`config.mk`:
```
export PLATFORM = sky130hd
export DESIGN_NAME = senone_rom_sequencer
export DESIGN_NICKNAME = d
export VERILOG_FILES = /design/src/rtl/senone_rom_sequencer_pkg.sv /design/src/rtl/senone_rom_sequencer.sv
export SDC_FILE = /design/constraint.sdc
export NUM_CORES = 1
export LEC_CHECK = 0
export BUFFER_PORTS_ARGS = -buffer_cell sky130_fd_sc_hd__buf_4
export CORE_ASPECT_RATIO = 1.5
export CORE_MARGIN = 2
export CORE_UTILIZATION = 58
export CTS_BUF_LIST = sky130_fd_sc_hd__clkbuf_4 sky130_fd_sc_hd__clkbuf_8
export DETAILED_ROUTE_END_ITERATION = 8
export PLACE_DENSITY_LB_ADDON = 0.25
export REMOVE_ABC_BUFFERS = 1
export SLEW_MARGIN = 20
export SYNTH_ARGS = -nofsm -noshare
export SYNTH_HDL_FRONTEND = slang
export SYNTH_SLANG_ARGS = --single-unit
```
`constraint.sdc`:
```
create_clock -name clk -period 3.85 [get_ports clk]
set_input_delay 0.385 -clock clk [delete_from_list [all_inputs] [get_ports clk]]
set_output_delay 0.385 -clock clk [all_outputs]
set_load 0.02 [all_outputs]
```
`src/rtl/senone_rom_sequencer_pkg.sv`:
```
// Shared types for the senone scoring path: fixed-point sample type, ROM record
// layout and the ROM sequencer state encoding.
package p3p_types;
  localparam int N_SENONES    = 12;
  localparam int N_COMPONENTS = 6;

  typedef logic signed [15:0] num;

  typedef struct packed {
    num                    k;
    num [N_COMPONENTS-1:0] omegas;
    num [N_COMPONENTS-1:0] means;
  } senone_data;

  typedef enum logic [2:0] {
    S_IDLE,
    S_SEEK,
    S_LOAD,
    S_STREAM,
    S_DONE
  } seq_state_t;
endpackage

```
`src/rtl/senone_rom_sequencer.sv`:
```
// Walks the senone ROM for one frame: skips masked-off senones, latches each
// enabled record and streams its Gaussian components one beat at a time.
module senone_rom_sequencer
  import p3p_types::*;
#(
  parameter int N_COMPONENTS = p3p_types::N_COMPONENTS,
  parameter int N_SENONES    = p3p_types::N_SENONES,
  parameter int IDX_W        = 5
) (
  input  logic                 clk,
  input  logic                 reset,
  input  logic                 start,
  input  logic [N_SENONES-1:0] active_mask,
  output logic                 busy,
  output logic                 done,
  output logic [IDX_W-1:0]     rom_index,
  input  senone_data           rom_data,
  output logic                 out_valid,
  input  logic                 out_ready,
  output logic [IDX_W-1:0]     out_senone,
  output num                   out_k,
  output num                   out_omega,
  output num                   out_mean,
  output logic                 out_first,
  output logic                 out_last
);
  localparam int COMP_W = (N_COMPONENTS > 1) ? $clog2(N_COMPONENTS) : 1;
  localparam logic [COMP_W-1:0] LAST_COMP = COMP_W'(N_COMPONENTS - 1);
  localparam logic [IDX_W-1:0]  LAST_IDX  = IDX_W'(N_SENONES - 1);

  seq_state_t           state, state_n;
  logic [N_SENONES-1:0] mask, mask_n;
  logic [IDX_W-1:0]     idx, idx_n;
  logic [COMP_W-1:0]    comp, comp_n;
  senone_data           rec, rec_n;

  always_ff @(posedge clk) begin
    if (reset) begin
      state <= S_IDLE;
      mask  <= '0;
      idx   <= '0;
      comp  <= '0;
      rec   <= '0;
    end else begin
      state <= state_n;
      mask  <= mask_n;
      idx   <= idx_n;
      comp  <= comp_n;
      rec   <= rec_n;
    end
  end

  always_comb begin
    state_n = state;
    mask_n  = mask;
    idx_n   = idx;
    comp_n  = comp;
    rec_n   = rec;
    unique case (state)
      S_IDLE: begin
        if (start) begin
          mask_n  = active_mask;
          idx_n   = '0;
          state_n = S_SEEK;
        end
      end
      S_SEEK: begin
        if (mask[idx])            state_n = S_LOAD;
        else if (idx == LAST_IDX) state_n = S_DONE;
        else                      idx_n   = idx + 1'b1;
      end
      S_LOAD: begin
        // rom_index has been idx since SEEK picked it, so rom_data is settled.
        rec_n   = rom_data;
        comp_n  = '0;
        state_n = S_STREAM;
      end
      S_STREAM: begin
        if (out_ready) begin
          if (comp == LAST_COMP) begin
            if (idx == LAST_IDX) begin
              state_n = S_DONE;
            end else begin
              idx_n   = idx + 1'b1;
              state_n = S_SEEK;
            end
          end else begin
            comp_n = comp + 1'b1;
          end
        end
      end
      S_DONE:  state_n = S_IDLE;
      default: state_n = S_IDLE;
    endcase
  end

  // Beat fields are pure functions of held registers, so they stay put under backpressure.
  assign busy       = (state != S_IDLE);
  assign done       = (state == S_DONE);
  assign out_valid  = (state == S_STREAM);
  assign rom_index  = idx;
  assign out_senone = idx;
  assign out_k      = rec.k;
  assign out_omega  = rec.omegas[comp];
  assign out_mean   = rec.means[comp];
  assign out_first  = out_valid && (comp == '0);
  assign out_last   = out_valid && (comp == LAST_COMP);
endmodule

```
* Word level (Yosys, flattened, before mapping)
Cells that the tools add are included.
Storage, ports and cells: register bits 231, output and inout port bits 63, logic and storage cells 66
Operators by class: add/sub/neg operators 2, order comparisons 2, eq/ne operators 12, muxes and demuxes 22, reduce and logical (&&, ||, !) cells 11
Operator list (count):
- binary-select mux 16 bit (select 3 bit) | 2
- two-way mux 16 bit | 2
- two-way mux 5 bit | 5
- two-way mux 3 bit | 8
- one-hot mux 5 bit (3 select lines) | 1
- one-hot mux 3 bit (4 select lines) | 1
- equality test 3 x 2 -> 1 bit (second input constant) | 2
- equality test 3 bit (second input constant) | 2
- zero test 3 bit | 2
- != test 2 bit (second input constant) | 3
- one-hot mux 3 bit (2 select lines) | 1
- nonzero test 3 bit | 2
- adder 5 x 1 -> 5 bit (second input constant) | 1
- equality test 5 x 4 -> 1 bit (second input constant) | 1
- < comparator 5 bit (second input constant) | 1
- AND reduction 5 bit | 1
- binary-select mux 1 bit (select 4 bit) | 1
- < comparator 3 x 4 -> 1 bit (second input constant) | 1
- != test 2 x 1 -> 1 bit (second input constant) | 2
- AND reduction 4 bit | 1
- adder 3 x 1 -> 3 bit (second input constant) | 1
- equality test 3 x 1 -> 1 bit (second input constant) | 1
- != test 3 bit (second input constant) | 1
- AND reduction 3 bit | 1
- other kinds (4) | 5

* Longest topological paths before layout
word-level depth 5, depth in mapped cells 9, mapped depth without buffers 7

* Least setup slack after synthesis
OpenSTA, ideal clock, no wires.
path kind flip-flop to flip-flop, from register comp[1], to register idx[2], in the netlist out_senone[2], arrival time 1967 ps, setup slack 1765 ps, stages on the path, launching flop included 10, buffers on the path 2, clock period less this slack 2085 ps, cell sequence dfxtp_1 -> buf_2 -> buf_2 -> inv_1 -> ha_1 -> nand3_1 -> a211oi_2 -> a2bb2oi_1 -> o211ai_1 -> a32o_1
Between the ends: cells in the longest elaborated chain, start to end 3
RTL lines:
- start: declaration | RTL line senone_rom_sequencer.sv:34 | logic [COMP_W-1:0] comp, comp_n;
- start signal: assignment | RTL line senone_rom_sequencer.sv:48 | comp <= comp_n;
- equality test 3 bit | RTL line senone_rom_sequencer.sv:80 | if (comp == LAST_COMP) begin
- != test 2 x 1 -> 1 bit (no line)
- AND reduction 5 bit (no line)
- end signal: assignment | RTL line senone_rom_sequencer.sv:47 | idx <= idx_n;
- end: declaration | RTL line senone_rom_sequencer.sv:33 | logic [IDX_W-1:0] idx, idx_n;
Every way passes these cells. A chain may end at the register's enable or synchronous reset.

* Worst setup path after layout
from register comp[0], to output port out_mean[7]
Between the ends: cells in the longest elaborated chain, start to end 2
RTL lines:
- binary-select mux 16 bit (select 3 bit) | RTL line senone_rom_sequencer.sv:105 | assign out_mean = rec.means[comp];
- two-way mux 16 bit (implied by the code) | RTL line senone_rom_sequencer.sv:105
- end: declaration | RTL line senone_rom_sequencer.sv:23 | output num out_mean,
Every way passes these cells. The select of a mux whose other input is x is not followed.

==> impl_metrics.csv <==
group,metric,value,unit
pwr,ir_drop,299,uV
drt,antenna_left,0,
cts,clockBufferDepth,3,
pwr,p_comb_frac,0.098,
cts,cts_setup_buffers,0,
sta,relSlewSlack,0.408,
sta,timing.fmax,0.350,GHz
cells_and_area,multi_input_area,0.00458,mm2
setup_path,critPathTopFamily,"flip-flops",
setup_path,max_stage_delay,0.74,ns
sta,finClkSkew,0.0124,ns
floorplanning,ios,287,
place,port_buffers,286,
floorplanning,fp.dieArea,0.0182,mm2
hold_path,hold_path_class,"primary input to flop",
cells_and_area,register_area,0.00463,mm2
sta,fin_crit,2.86,ns
drt,firstDrtPassIters,5,
setup_path,cp.arrival,2.48,ns
cells_and_area,finish.net_count,1673,
cts,clock-root-buffer,"clkbuf_8",
place,post_dp_cell_area,0.0119,mm2
setup_path,critPathRequiredTime,3.46,ns
yosys,synth_top_area_frac,0.467,
yosys,synth_edf_count,0,
pwr,seqPwrFrac,0.499,
sta,setup_slack,0.990,ns
floorplanning,rows,58,
setup_path,reg2reg_slack,1.40,ns
cells_and_area,fin_area,0.0126,mm2
setup_path,cp_slowest_cell,"dfxtp_4",
yosys,ys_seq_area_frac,0.467,
cts,clk_pin_slew,0.06,ns
place,place_ws,1.47,ns
global_route,grtUsageTotal,0.274,
pwr,leakage,0.00465,uW
pwr,internal-power,3810,uW
yosys,synthesis.area,0.00991,mm2
place,globalplace.congestion,0.881,
yosys,synth_common_cells,"nand2_1 (449), dfxtp_1 (231), a21oi_1 (226), clkbuf_1 (58)",
global_route,grt-ovfl-total,0,
cts,cts_resized,0,
setup_path,crit_path_end_kind,"output port",
setup_path,cp_max_fo,35,
cts,clk-insertion-delay-late,0.51,ns
yosys,ys_types,44,
floorplanning,initial_core_util,0.591,
drt,vias,9195,
pwr,p_sw,1190,uW
yosys,synthTopCellsByArea,"dfxtp_1 (47%), nand2_1 (17%), a21oi_1 (11%), mux4_2 (7.3%), mux2i_1 (3.8%)",
place,dpl.cell_count,1617,
global_route,grt_pass1_wl,41.2,mm
cts,tritoncts,"yes",
sta,rsz0062_at_grt,"no",
sta,period_share,0.743,
yosys,ys_ff_latch,231,
yosys,ys.flop_type,"dfxtp_1",
flow_run,max_cap_viol_count,0,
yosys,avgSynthCellArea,8.07,um2
cells_and_area,fill_cells,1294,
drt,drt_iter0_drc,615,
sta,setup-violations-final,0,
drt,drc,0,
pwr,switching_share,0.239,
setup_path,path_buf_inv,3,
global_route,antenna_found_initial,0,
drt,viasPerCell,5.48,
yosys,synthArstFlopShare,0,
yosys,yosysMostFrequentCell,"nand2_1",
floorplanning,die_w,111,um
cells_and_area,final_cells,1677,
cells_and_area,insertedDiodeCount,0,
yosys,yosysWarnings,0,
floorplanning,die_y,164,um
global_route,grt_max_degree,120,
pwr,p_per_area,397,mW/mm2
sta,tightest_slew,0.887,ns
setup_path,path_class,"flop to output port",
setup_path,cp_cell_sequence,"buf_12, mux4_2, inv_1, o22ai_1, buf_4",
drt,avgRoutedWirePerCell,15.6,um
yosys,synth_top_cell_by_area,"dfxtp_1",
cells_and_area,final_core_util,0.751,
cts,hold_buffers,0,
cts,cts_buffers,36,
yosys,syn_inst,1228,
cts,clkSinkCount,231,
drt,drt-total-wl,26.1,mm
cts,htree_levels,2,
sta,drv_slew,0,
global_route,grt_pass1_vias,8881,
pwr,p_clk_frac,0.402,
setup_path,startpoint_type,"flop",
cells_and_area,area_growth,27.0,%
cells_and_area,drive_above_1_share,0.273,
sta,finalHoldViolCount,0,
outcome,status,"completed",
place,dp_hpwl,17.2,mm
floorplanning,core_area,0.0168,mm2
[worst paths after layout]
kind | depth (start not counted) | from | end
min | 3 | rom_data[82] | rec[82]
max reg2reg | 6 | comp[0] | out_senone[2]
max | 5 | comp[0] | out_mean[7]
min reg2reg | 2 | rec[150] | rec[150]
[cells in the final DEF, fill, tap and decap left out, drive strengths merged, types with 2 or more instances in the layout]
master	synthesis	layout
a31oi	2	2
nand3	5	5
inv	38	38
and2	2	2
dfxtp	231	231
nor3	6	6
ha	4	4
buf	61	298
nand2b	2	2
mux2i	38	38
a21oi	226	226
o22ai	33	33
clkinvlp	0	2
nand4	4	4
clkbuf	58	55
o21ai	4	4
nand2	449	449
nor2b	2	2
nor2	8	8
nor3b	3	3
mux4	32	32
a32o	2	2
clkinv	0	3
[worst reg2reg max path, delay by kind of cell (launching register included)]
family / cells / cell delay [ns]
AOI/OAI and AO/OA: 4 / 1.15
DFF: 1 / 0.74
adders and majority gates: 1 / 0.34
and+or+nand+nor: 1 / 0.12
[sequential cells by signal, indices dropped and copies added, names as in the netlist]
| name | flops |
|---|---|
| rec | 192 |
| out_k | 16 |
| mask | 12 |
| out_senone | 5 |
| comp | 3 |
| state | 3 |
[power groups by stage]
stage                     sequential [uW]  clock [uW]  combinational [uW]
after floorplan                      2550           0                 204
after global placement               2550           0                 485
after detailed placement             2550           0                 490
after CTS                            2500        2050                 493
after global routing                 2500        2150                 534
final                                2500        2010                 492
[cell families (layout without fill, tap and decap cells)]
logic type / after synthesis / in the layout / synth area share
and+or+nand+nor: 489 / 489 / 0.195
AOI/OAI and AO/OA: 275 / 275 / 0.148
DFF: 231 / 231 / 0.467
buffers and inverters: 157 / 396 / 0.0726
muxes: 70 / 70 / 0.111
adders and majority gates: 4 / 4 / 0.00505
xor gates and xnor gates: 2 / 2 / 0.00177
[metal layers]
layer  vias up  global-route usage  routed length, um
met5         -                   0                  0
met4         0               0.150               1350
met3        94              0.0672               1790
met2       346               0.491              13600
met1      4255               0.299               9390
li1       4500                   -                  -
[per-stage QoR]
stage | power, uW | setup TNS [ns] | hold WS, ns
floorplan | 2750 | -743.19 | 0.427
global placement | 3030 | 0 | 0.439
detailed placement | 3040 | 0 | 0.445
CTS | 5040 | 0 | 0.103
global route | 5190 | 0 | 0.115
finish | 5000 | 0 | 0.122
[cell type report]
class                           instances  share of cell area
Clock buffer                           55              0.0532
Clock inverter                          5             0.00238
Inverter                               38              0.0113
Multi-Input combinational cell        840               0.364
Sequential cell                       231               0.368
Tap cell                              210              0.0209
Timing Repair Buffer                  298               0.181
Power figures use the tool's default switching activity.
